===== config.mk =====
export PLATFORM = sky130hd
export DESIGN_NAME = quad_clock_gen
export DESIGN_NICKNAME = d
export VERILOG_FILES = /design/src/rtl/quad_clock_gen.sv
export SDC_FILE = /design/constraint.sdc
export NUM_CORES = 1
export LEC_CHECK = 0
export CAP_MARGIN = 15
export CORE_AREA = 10 10 87 59
export DETAILED_ROUTE_END_ITERATION = 10
export DIE_AREA = 0 0 97 69
export GPL_ROUTABILITY_DRIVEN = 0
export GPL_TIMING_DRIVEN = 0
export SYNTH_ARGS = -nofsm -noshare
export SYNTH_HDL_FRONTEND = slang
export SYNTH_SLANG_ARGS = --single-unit

===== constraint.sdc =====
create_clock -name MHZ48 -period 2.95 [get_ports MHZ48]
set_clock_uncertainty 0.1 [all_clocks]
set_input_delay 0.295 -clock MHZ48 [delete_from_list [all_inputs] [get_ports MHZ48]]
set_output_delay 0.295 -clock MHZ48 [all_outputs]
set_load 0.01 [all_outputs]

===== src/rtl/quad_clock_gen.sv =====
// Four-phase E/Q clock generator with nWAIT cycle stretching, a bounded stretch timeout
// and a free-running divide-by-4 clock.
//
//   state | meaning
//   P0    | E low,  Q low  (cycle start)
//   P1    | E low,  Q high
//   P2    | E high, Q high
//   P3    | E high, Q low  (stretchable by nWAIT)
module quad_clock_gen #(
  parameter int DIV         = 4,
  parameter int WAIT_MAX    = 16,
  parameter int SYNC_STAGES = 2
) (
  input  logic       MHZ48,
  input  logic       RESET,
  input  logic       nWAIT,
  input  logic [1:0] SPEED,
  input  logic       CLR_TO,
  output logic       nE,
  output logic       nQ,
  output logic       MHZ12,
  output logic       CYC_END,
  output logic       WAIT_ACTIVE,
  output logic       WAIT_TO
);

  localparam int CW = $clog2(DIV * 8 + 1);

  typedef enum logic [1:0] {P0 = 2'b00, P1 = 2'b01, P2 = 2'b10, P3 = 2'b11} phase_t;

  phase_t                 phase_q, phase_d;
  logic [CW-1:0]          cnt_q, cnt_d;
  logic [1:0]             speed_q, speed_d;
  logic [7:0]             wait_cnt_q, wait_cnt_d;
  logic [SYNC_STAGES-1:0] sync_q;
  logic                   div_q, mhz12_q;
  logic                   ne_q, ne_d, nq_q, nq_d;
  logic                   cyc_end_q, cyc_end_d;
  logic                   wait_act_q, wait_act_d;
  logic                   wait_to_q, wait_to_d;

  logic          wsync;
  logic [CW-1:0] qlen_m1;
  logic          quarter_end;
  logic          can_wait;
  logic          wait_to_set;

  assign wsync       = sync_q[SYNC_STAGES-1];
  assign qlen_m1     = (CW'(DIV) << speed_q) - CW'(1);
  assign quarter_end = (cnt_q == qlen_m1);
  assign can_wait    = (WAIT_MAX == 0) || (wait_cnt_q < 8'(WAIT_MAX));

  always_ff @(posedge MHZ48) begin
    if (RESET) begin
      phase_q    <= P0;
      cnt_q      <= '0;
      speed_q    <= SPEED;
      wait_cnt_q <= '0;
      sync_q     <= '1;
      div_q      <= 1'b0;
      mhz12_q    <= 1'b0;
      ne_q       <= 1'b1;
      nq_q       <= 1'b1;
      cyc_end_q  <= 1'b0;
      wait_act_q <= 1'b0;
      wait_to_q  <= 1'b0;
    end else begin
      phase_q    <= phase_d;
      cnt_q      <= cnt_d;
      speed_q    <= speed_d;
      wait_cnt_q <= wait_cnt_d;
      sync_q     <= {sync_q[SYNC_STAGES-2:0], nWAIT};
      div_q      <= ~div_q;
      mhz12_q    <= mhz12_q ^ div_q;
      ne_q       <= ne_d;
      nq_q       <= nq_d;
      cyc_end_q  <= cyc_end_d;
      wait_act_q <= wait_act_d;
      wait_to_q  <= wait_to_d;
    end
  end

  always_comb begin
    phase_d     = phase_q;
    cnt_d       = cnt_q + CW'(1);
    speed_d     = speed_q;
    wait_cnt_d  = wait_cnt_q;
    wait_act_d  = wait_act_q;
    cyc_end_d   = 1'b0;
    wait_to_set = 1'b0;
    if (quarter_end) begin
      cnt_d = '0;
      unique case (phase_q)
        P0: phase_d = P1;
        P1: phase_d = P2;
        P2: phase_d = P3;
        P3: begin
          if (!wsync && can_wait) begin
            wait_cnt_d = (wait_cnt_q == 8'hFF) ? wait_cnt_q : wait_cnt_q + 8'd1;
            wait_act_d = 1'b1;
          end else begin
            phase_d     = P0;
            speed_d     = SPEED;
            cyc_end_d   = 1'b1;
            wait_cnt_d  = '0;
            wait_act_d  = 1'b0;
            // Still waiting here means the stretch budget ran out.
            wait_to_set = !wsync && (WAIT_MAX != 0);
          end
        end
        default: phase_d = P0;
      endcase
    end
    wait_to_d = wait_to_set ? 1'b1 : (CLR_TO ? 1'b0 : wait_to_q);
  end

  // Outputs are decoded from the next phase so they land in flops with the phase.
  always_comb begin
    ne_d = ~phase_d[1];
    nq_d = ~(phase_d[1] ^ phase_d[0]);
  end

  assign nE          = ne_q;
  assign nQ          = nq_q;
  assign MHZ12       = mhz12_q;
  assign CYC_END     = cyc_end_q;
  assign WAIT_ACTIVE = wait_act_q;
  assign WAIT_TO     = wait_to_q;

endmodule


-- Yosys cells after proc, flatten, opt, wreduce, memory -nomap -nowiden
Index checks and enable logic that the tools add are counted.
W data, S select, Z words.
- bits in registers: 27
- bits of input ports: 6
- word-level logic and storage cells: 58
- add/subtract/negate cells: 3
- magnitude comparators: 1
- equal/unequal tests: 7
- shifts and indexed selects: 1
- multiplexer cells: 16
- bitwise operators: 7
- reductions and logical operators: 11
- operators by type and width (cell ; number):
    $mux W8 ; 2
    $mux W2 ; 6
    $add A8 B1 Y8 const B ; 1
    $eq A8 B8 Y1 const B ; 1
    $lt A8 B5 Y1 const B ; 1
    $pmux W2 S4 ; 1
    $mux W1 ; 7
    $add A6 B1 Y6 const B ; 1
    $eq A6 B6 Y1 ; 1
    $reduce_and A3 Y1 ; 2
    $reduce_bool A2 Y1 ; 3
    $shl A3 B2 Y6 const A ; 1
    $sub A6 B2 Y6 const B ; 1
    $not A1 Y1 ; 5
    $eq A2 B2 Y1 const B ; 2
    $ne A2 B2 Y1 const B ; 2
    $reduce_or A3 Y1 ; 1
    $eq A2 B1 Y1 const B ; 1
    $logic_not A2 Y1 ; 1
    $reduce_and A2 Y1 ; 1
    $reduce_or A2 Y1 ; 1
    $xor A1 B1 Y1 ; 2
    $logic_and A1 B1 Y1 ; 1
    $logic_not A1 Y1 ; 1

-- Longest topological paths before layout
Gate-level depths: netlist of run 1.
- depth after elaboration: 7
- depth in mapped cells: 6
- mapped depth without buffers: 5

-- Least setup slack after synthesis of run 1
No wires, ideal clock.
- kind: reg2reg
- from: register speed_q[0]
- to: register speed_q[0] (enable)
- setup time: 327 ps
- arrival time: 1627 ps
- data required time: 2523 ps
- path slack: 896 ps
- cell stages (with the launch flop): 5
- path buffers: 0
- period minus slack after synthesis: 2054 ps
- path through: edfxtp_1 -> or4_1 -> nor2_2 -> o21ai_4 -> o21ai_0
- longest elaborated chain between the ends: 5
- RTL lines (what ; line ; RTL):
    from (decl) ; 33 ; logic [1:0] speed_q, speed_d;
    from (signal assigned) ; 70 ; speed_q <= speed_d;
    $shl A3 B2 Y6 ; 49 ; assign qlen_m1 = (CW'(DIV) << speed_q) - CW'(1);
    $sub A6 B2 Y6 ; 49 ;
    $eq A6 B6 Y1 ; 50 ; assign quarter_end = (cnt_q == qlen_m1);
    $reduce_bool A2 Y1 (no line) ; -- ;
    $reduce_and A3 Y1 (no line) ; -- ;
No other way between the ends.
A chain may end at the register's enable or synchronous reset.

-- Worst setup path after layout of run 1
- from: register speed_q[0]
- to: register speed_q[1] (enable)
The elaborated chain is that of the path after synthesis.

==> results of run 1 <==
==> report_power, final <==
| part | leakage, nW | switching [mW] | total, mW | internal (mW) |
|---|---|---|---|---|
| Combinational | 0.222 | 0.0281 | 0.0520 | 0.0239 |
| Sequential | 0.223 | 0.00788 | 0.387 | 0.379 |
| Clock | 0.0228 | 0.114 | 0.211 | 0.0968 |
| Total | 0.467 | 0.150 | 0.649 | 0.499 |
==> cell type report <==
cell class	count	area [µm²]	area share, %
tap	47	58.8	3.90
clock buffer	4	45.0	2.99
multi-input combinational	86	671	44.4
inverter	9	33.8	2.24
buffer	5	30.0	1.99
timing repair buffer	11	110	7.30
sequential	27	561	37.1
==> layer usage <==
layer | wire (µm) | up-vias
li1 | - | 508
met1 | 1550 | 493
met2 | 1120 | 20
met3 | 184 | 2
met4 | 17 | 0
met5 | 0 | -
==> stage by stage <==
stage,std cells,util [%],instance area [µm²]
2_1_floorplan,127,-,1290
4_1_cts,189,42.5,1510
5_1_grt,189,42.5,1510
3_5_place_dp,185,41.2,1460
3_3_place_gp,185,41.2,1460
6_report,189,42.5,1510
==> synthesized netlist by cell type, types with 2 or more instances <==
master	number
nor2b_1	3
a32o_1	2
xor2_1	2
nor3_1	4
or2_2	3
o211ai_1	2
nor4_1	7
nand3b_1	2
o221ai_1	3
a221oi_2	4
xnor2_1	3
and3_1	2
edfxtp_1	2
inv_1	9
clkbuf_1	3
dfxtp_1	25
nor2_1	8
ha_1	2
mux2i_1	3
nand2_1	6
nand3_1	4
o21ai_0	2
==> flip-flops by register name, summed over array words and instances (netlist names), named ones only <==
signal,flops
MHZ12,1
WAIT_ACTIVE,1
sync_q,2
nE,1
speed_q,2
CYC_END,1
wait_cnt_q,8
cnt_q,6
phase_q,1
div_q,1
nQ,1
WAIT_TO,1
==> cell usage in the layout, fill, tap and decap left out, types with 3 or more instances in the layout <==
| master | Yosys | layout |
|---|---|---|
| nor2_1 | 8 | 8 |
| nand3_1 | 4 | 4 |
| dfxtp_1 | 25 | 25 |
| mux2i_1 | 3 | 3 |
| xnor2_1 | 3 | 3 |
| clkbuf_8 | 0 | 3 |
| nand2_1 | 6 | 6 |
| nor4_1 | 7 | 7 |
| inv_1 | 9 | 9 |
| nor3_1 | 4 | 4 |
| nor2b_1 | 3 | 3 |
| or2_2 | 3 | 3 |
| clkdlybuf4s50_1 | 0 | 11 |
| clkbuf_1 | 3 | 4 |
| o221ai_1 | 3 | 3 |
| a221oi_2 | 4 | 4 |
==> path summary, 6_finish.rpt <==
kind                            startpoint  depth (start not counted)          to  slack, ns
worst min register to register   sync_q[0]                          1   sync_q[1]       0.32
worst min-delay path             sync_q[0]                          1   sync_q[1]       0.32
worst max-delay path            speed_q[0]                          4  speed_q[1]       0.66
worst max register to register  speed_q[0]                          4  speed_q[1]       0.66
==> kinds of logic after synthesis <==
kind of cell / after synthesis
AOI/OAI and AO/OA: 24
xor gates and xnor gates: 5
adders and majority gates: 2
buffers and inverters: 14
DFF: 27
muxes: 3
and+or+nand+nor: 52
==> impl_results.md, run 1 <==
* Syn_area_per_cell at 10.2 µm²
* Tmin final at 2.29 ns
* Largest family of logic cells by synthesized area: simple AND/OR/NAND/NOR gates
* Post-DP HPWL at 2120 µm
* Count of final hold-check violations at 0
* Post-synthesis xor/xnor area fraction at 3.38%
* Syn_nets at 135
* Number of synthesized flops with an enable pin at 2
* Routed Antenna Nets at 0
* Total routed wirelength at 2870 µm
* Tot GR Track Use at 8.13%
* Synth top area share at 38.6%
* Crit path largest cell delay at 0.60 ns
* Family with the most delay on the worst path: simple AND/OR/NAND/NOR gates
* Ant diodes at 0
* Mux cell area share after synthesis at 2.32%
* GRT Max-Usage Layer: met1
* Yosys reg bits at 27
* Core Box Area at 3550 µm²
* Vias in the first global route at 937
* Initial antenna violation count at 0
* DRC Markers at 0
* Vias at 1023
* H-tree levels at 1
* Seq/Total Area, Yosys at 43.3%
* Rel. slew slack at 60.3%
* Worst Max-Slew Pin Slew at 0.595 ns
* Setup TNS at 0 ns
* Post-CTS Hold Buffers at 0
* Finish-stage setup viols at 0
* Final period utilization at 77.8%
* CTS clock-pin slew for the worst setup and hold paths at 0.10 ns
* Crit start category: register
* Synth cell types at 48
* WP data required at 2.80 ns
* Cell taking the most area after synthesis: dfxtp_1
* Max rail drop VDD at 0.000168 V
* Leakage power at 0.467 nW
* FP Rows at 17
* WP data arrival at 2.15 ns
* Crit end category: register
* CTS Buffer Depth at 2
* CTS tree: yes
* Total grt overflow at 0
* Critical path buffer and inverter count at 0
* Met2 Use GR at 10.6%
* First-pass GRT wire length at 4650 µm
* YS warnings at 0
* # Post-CTS Setup Buffers at 0
* Largest fanout on the critical path at 9
* Io pins at 12
* RSZ-0062 raised after global routing: no
* Setup WS post-layout at 0.655 ns
* Worst setup path category: register to register
* Initial Utilization at 36.5%
* Drt pass-1 iters at 4
* Status: completed
* Syn Std Cell Area at 1290 µm²
* Largest net degree at the start of global routing at 15
* Dpl ws at 0.671 ns
* Skew-Pair Late Insertion Delay at 0.27 ns
* Layout area overhead at 16.5%
* Compound-Gate Fraction of Synth Area at 19.6%
* Cts repair resizes at 0
* CTS sink count at 27
* Main synth FF type: dfxtp_1
* Die height at 69 µm
* Largest cells by area after synthesis: dfxtp_1 (39%), a221oi_2 (4.6%), edfxtp_1 (4.6%)
* Crit-path cells: or4_1 -> nor2_2 -> o21ai_4 -> o21ai_0
* Maximum clock rate at 0.436 GHz
* Hold_ws at 0.321 ns
* Max cap viols at 0
* Routed vias/inst at 5.41
* Synthesized instance count at 127
* GR Util met3 at 3.67%
* Port Buffers at 11
* Clock root cell: clkbuf_8
* Asr flop ratio synth at 0%
* DIE AREA at 6690 µm²
* Slowest cell on crit path: or4_1
* TritonCTS Buffers at 3
* Met1 usage at 11.4%
* Design Power at 0.649 mW
* Die W at 97 µm
* Share of cells above drive strength 1 at 14.8%
* Drt wl/cell at 15.2 µm
* Fillers at 344
* Slew Viols, Final at 0
* P per Cell Area at 430 nW/µm²
* Post-Synth Simple-Gate Area at 24.5%
* Initial drt markers at 54
* Synth Area in Adders at 1.93%
* Nets at 151
* Min-Delay Path Class: register to register
No activity file was read; power rests on OpenSTA's default activity.
==> run 2, diff against run 1 <==
==> constraint.sdc (replaced) <==
create_clock -name MHZ48 -period 2.4 [get_ports MHZ48]
set_clock_uncertainty 0.1 [all_clocks]
set_input_delay 0.24 -clock MHZ48 [delete_from_list [all_inputs] [get_ports MHZ48]]
set_output_delay 0.24 -clock MHZ48 [all_outputs]
set_load 0.01 [all_outputs]
==> results of run 2 <==
Same layout as run 1 (identical final DEF). Status: completed.
Among the figures that moved: setup slack after placement 0.671 ns -> 0.121 ns; setup slack after layout 0.655 ns -> 0.105 ns; register-to-register setup slack 0.66 ns -> 0.11 ns; total power 0.649 mW -> 0.798 mW; worst IR drop on VDD 0.000168 V -> 0.000207 V
==> run 3, diff against run 2 <==
--- a/config.mk
+++ b/config.mk
@@ -6,11 +6,12 @@
 export NUM_CORES = 1
 export LEC_CHECK = 0
 export CAP_MARGIN = 15
-export CORE_AREA = 10 10 87 59
+export CORE_AREA = 2 2 75 49
 export DETAILED_ROUTE_END_ITERATION = 10
-export DIE_AREA = 0 0 97 69
+export DIE_AREA = 0 0 77 51
 export GPL_ROUTABILITY_DRIVEN = 0
 export GPL_TIMING_DRIVEN = 0
+export PLACE_DENSITY = 0.61
 export SYNTH_ARGS = -nofsm -noshare
 export SYNTH_HDL_FRONTEND = slang
 export SYNTH_SLANG_ARGS = --single-unit
==> impl_results.md, run 3 (synthesis gave the netlist of run 1 again) <==
* Routed vias/inst at 5.46 (+0.78%)
* Cells after DPL at 185 (unchanged)
* Share of cells above drive strength 1 at 14.8% (unchanged)
* Commonest cells after routing, fill and taps aside: dfxtp_1 (25), clkdlybuf4s50_1 (11), inv_1 (9)
* Post-CTS Hold Buffers at 0 (unchanged)
* Largest registers: wait_cnt_q x8, cnt_q x6
* Finish-stage setup viols at 0 (unchanged)
* Ant diodes at 0 (unchanged)
* Clock root cell: clkbuf_8
* Drt pass-1 iters at 4 (unchanged)
* Sw Pwr at 0.182 mW
* Skew-Pair Late Insertion Delay at 0.27 ns (about the same)
* DIE AREA at 3930 µm² (-41%)
* Largest net degree at the start of global routing at 15 (unchanged)
* Initial Utilization at 38.5% (+2.1 points)
* CTS Buffer Depth at 2 (unchanged)
* Leakage power at 0.468 nW (+0.17%)
* Max cap viols at 0 (unchanged)
* Post-route cell area at 1510 µm² (+0.33%)
* TritonCTS Buffers at 3 (unchanged)
* Io pins at 12 (unchanged)
* Tot GR Track Use at 14.9% (+6.8 points)
* Sequential power share at 59.7% (+0.2 points)
* CTS tree: yes
* Setup WS post-layout at 0.110 ns
* CTS clock-pin slew for the worst setup and hold paths at 0.09 ns (about the same)
* Crit end category: register
* DRC Markers at 0 (unchanged)
* Initial antenna violation count at 0 (unchanged)
* Clock Power Share at 32.2% (-0.3 points)
* Min-Delay Path Class: register to register
* Tmin final at 2.29 ns
* Cts repair resizes at 0 (unchanged)
* P per Cell Area at 526 nW/µm²
* Most flops, register: wait_cnt_q
* Maximum clock rate at 0.437 GHz (+0.19%)
* Largest fanout on the critical path at 9 (unchanged)
* Vias in the first global route at 956 (+2.0%)
* Drt wl/cell at 14.4 µm (-5.4%)
* Finished Core Util at 45.0% (+2.6 points)
* Layout area overhead at 16.9%
* # Post-CTS Setup Buffers at 0 (unchanged)
* DP Area at 1460 µm² (unchanged)
* RSZ-0062 raised after global routing: no
* Total routed wirelength at 2710 µm (-5.4%)
* Design Power at 0.796 mW
* Hold_ws at 0.327 ns (+0.00566 ns)
* Routed Antenna Nets at 0 (unchanged)
* Dpl ws at 0.0711 ns
* Initial drt markers at 66 (+22%)
* Count of final hold-check violations at 0 (unchanged)
* Post-DP HPWL at 2000 µm (-5.8%)
* Max rail drop VDD at 0.000332 V
* First-pass GRT wire length at 4600 µm (-1.0%)
* Core Box Area at 3360 µm² (-5.4%)
* Setup TNS at 0 ns (unchanged)
* Nets at 151 (unchanged)
* Rel. slew slack at 60.0% (-0.28 points)
* WP data arrival at 2.13 ns (-0.02 ns)
* Combinational group share of total power at 8.1% (about the same)
* Most common cell after layout, fill and taps aside: dfxtp_1
* Non-filler cells, final at 189 (unchanged)
* Die W at 77 µm (-21%)
* Vias at 1031 (+0.78%)
* FP Rows at 17 (unchanged)
* Final period utilization at 95.4%
* Power Internal at 0.614 mW
* Max FFs per register at 8 (unchanged)
* H-tree levels at 1 (unchanged)
* Worst setup path category: register to register
* Die height at 51 µm (-26%)
* Status: completed
* Slew Viols, Final at 0 (unchanged)
* Fillers at 352 (+2.3%)
* Switching share of total power at 22.8%
* Total grt overflow at 0 (unchanged)
* Worst Max-Slew Pin Slew at 0.599 ns (+0.00419 ns)
* Crit start category: register
* WP data required at 2.24 ns
* Port Buffers at 11 (unchanged)
* CTS sink count at 27 (unchanged)
run 3: routing by layer:
layer	up-vias	wire length, µm	GRT usage (%)
li1	508	-	-
met1	486	1470	22.8
met2	33	1040	20.8
met3	4	172	4.24
met4	0	32	2.68
met5	-	0	0
run 3: worst max-delay path, cell delays in order (launching register included):
cell	delay, ns
edfxtp_1	0.44
or4b_4	0.59
a31oi_4	0.34
o21ai_4	0.13
o21ai_0	0.36
run 3: cell type report:
| cell class | instances | area [µm²] | share of cell area (%) |
|---|---|---|---|
| multi-input combinational | 86 | 676 | 44.6 |
| sequential | 27 | 561 | 37.0 |
| timing repair buffer | 11 | 110 | 7.27 |
| tap | 47 | 58.8 | 3.88 |
| clock buffer | 4 | 45.0 | 2.98 |
| inverter | 9 | 33.8 | 2.23 |
| buffer | 5 | 30.0 | 1.98 |
run 3: power groups by stage:
| stage | registers, mW | logic [mW] | clock network [mW] |
|---|---|---|---|
| floorplan | 0.484 | 0.0394 | 0 |
| global placement | 0.484 | 0.0615 | 0 |
| detailed placement | 0.485 | 0.0633 | 0 |
| CTS | 0.475 | 0.0635 | 0.263 |
| global route | 0.477 | 0.0716 | 0.290 |
| finish | 0.475 | 0.0642 | 0.256 |
run 3: path summary, 6_finish.rpt:
| kind | slack [ns] | from | cells past startpoint | endpoint |
|---|---|---|---|---|
| worst min register to register | 0.33 | sync_q[0] | 1 | sync_q[1] |
| worst max register to register | 0.11 | speed_q[1] | 4 | speed_q[0] |
| worst min-delay path | 0.33 | sync_q[0] | 1 | sync_q[1] |
| worst max-delay path | 0.11 | speed_q[1] | 4 | speed_q[0] |
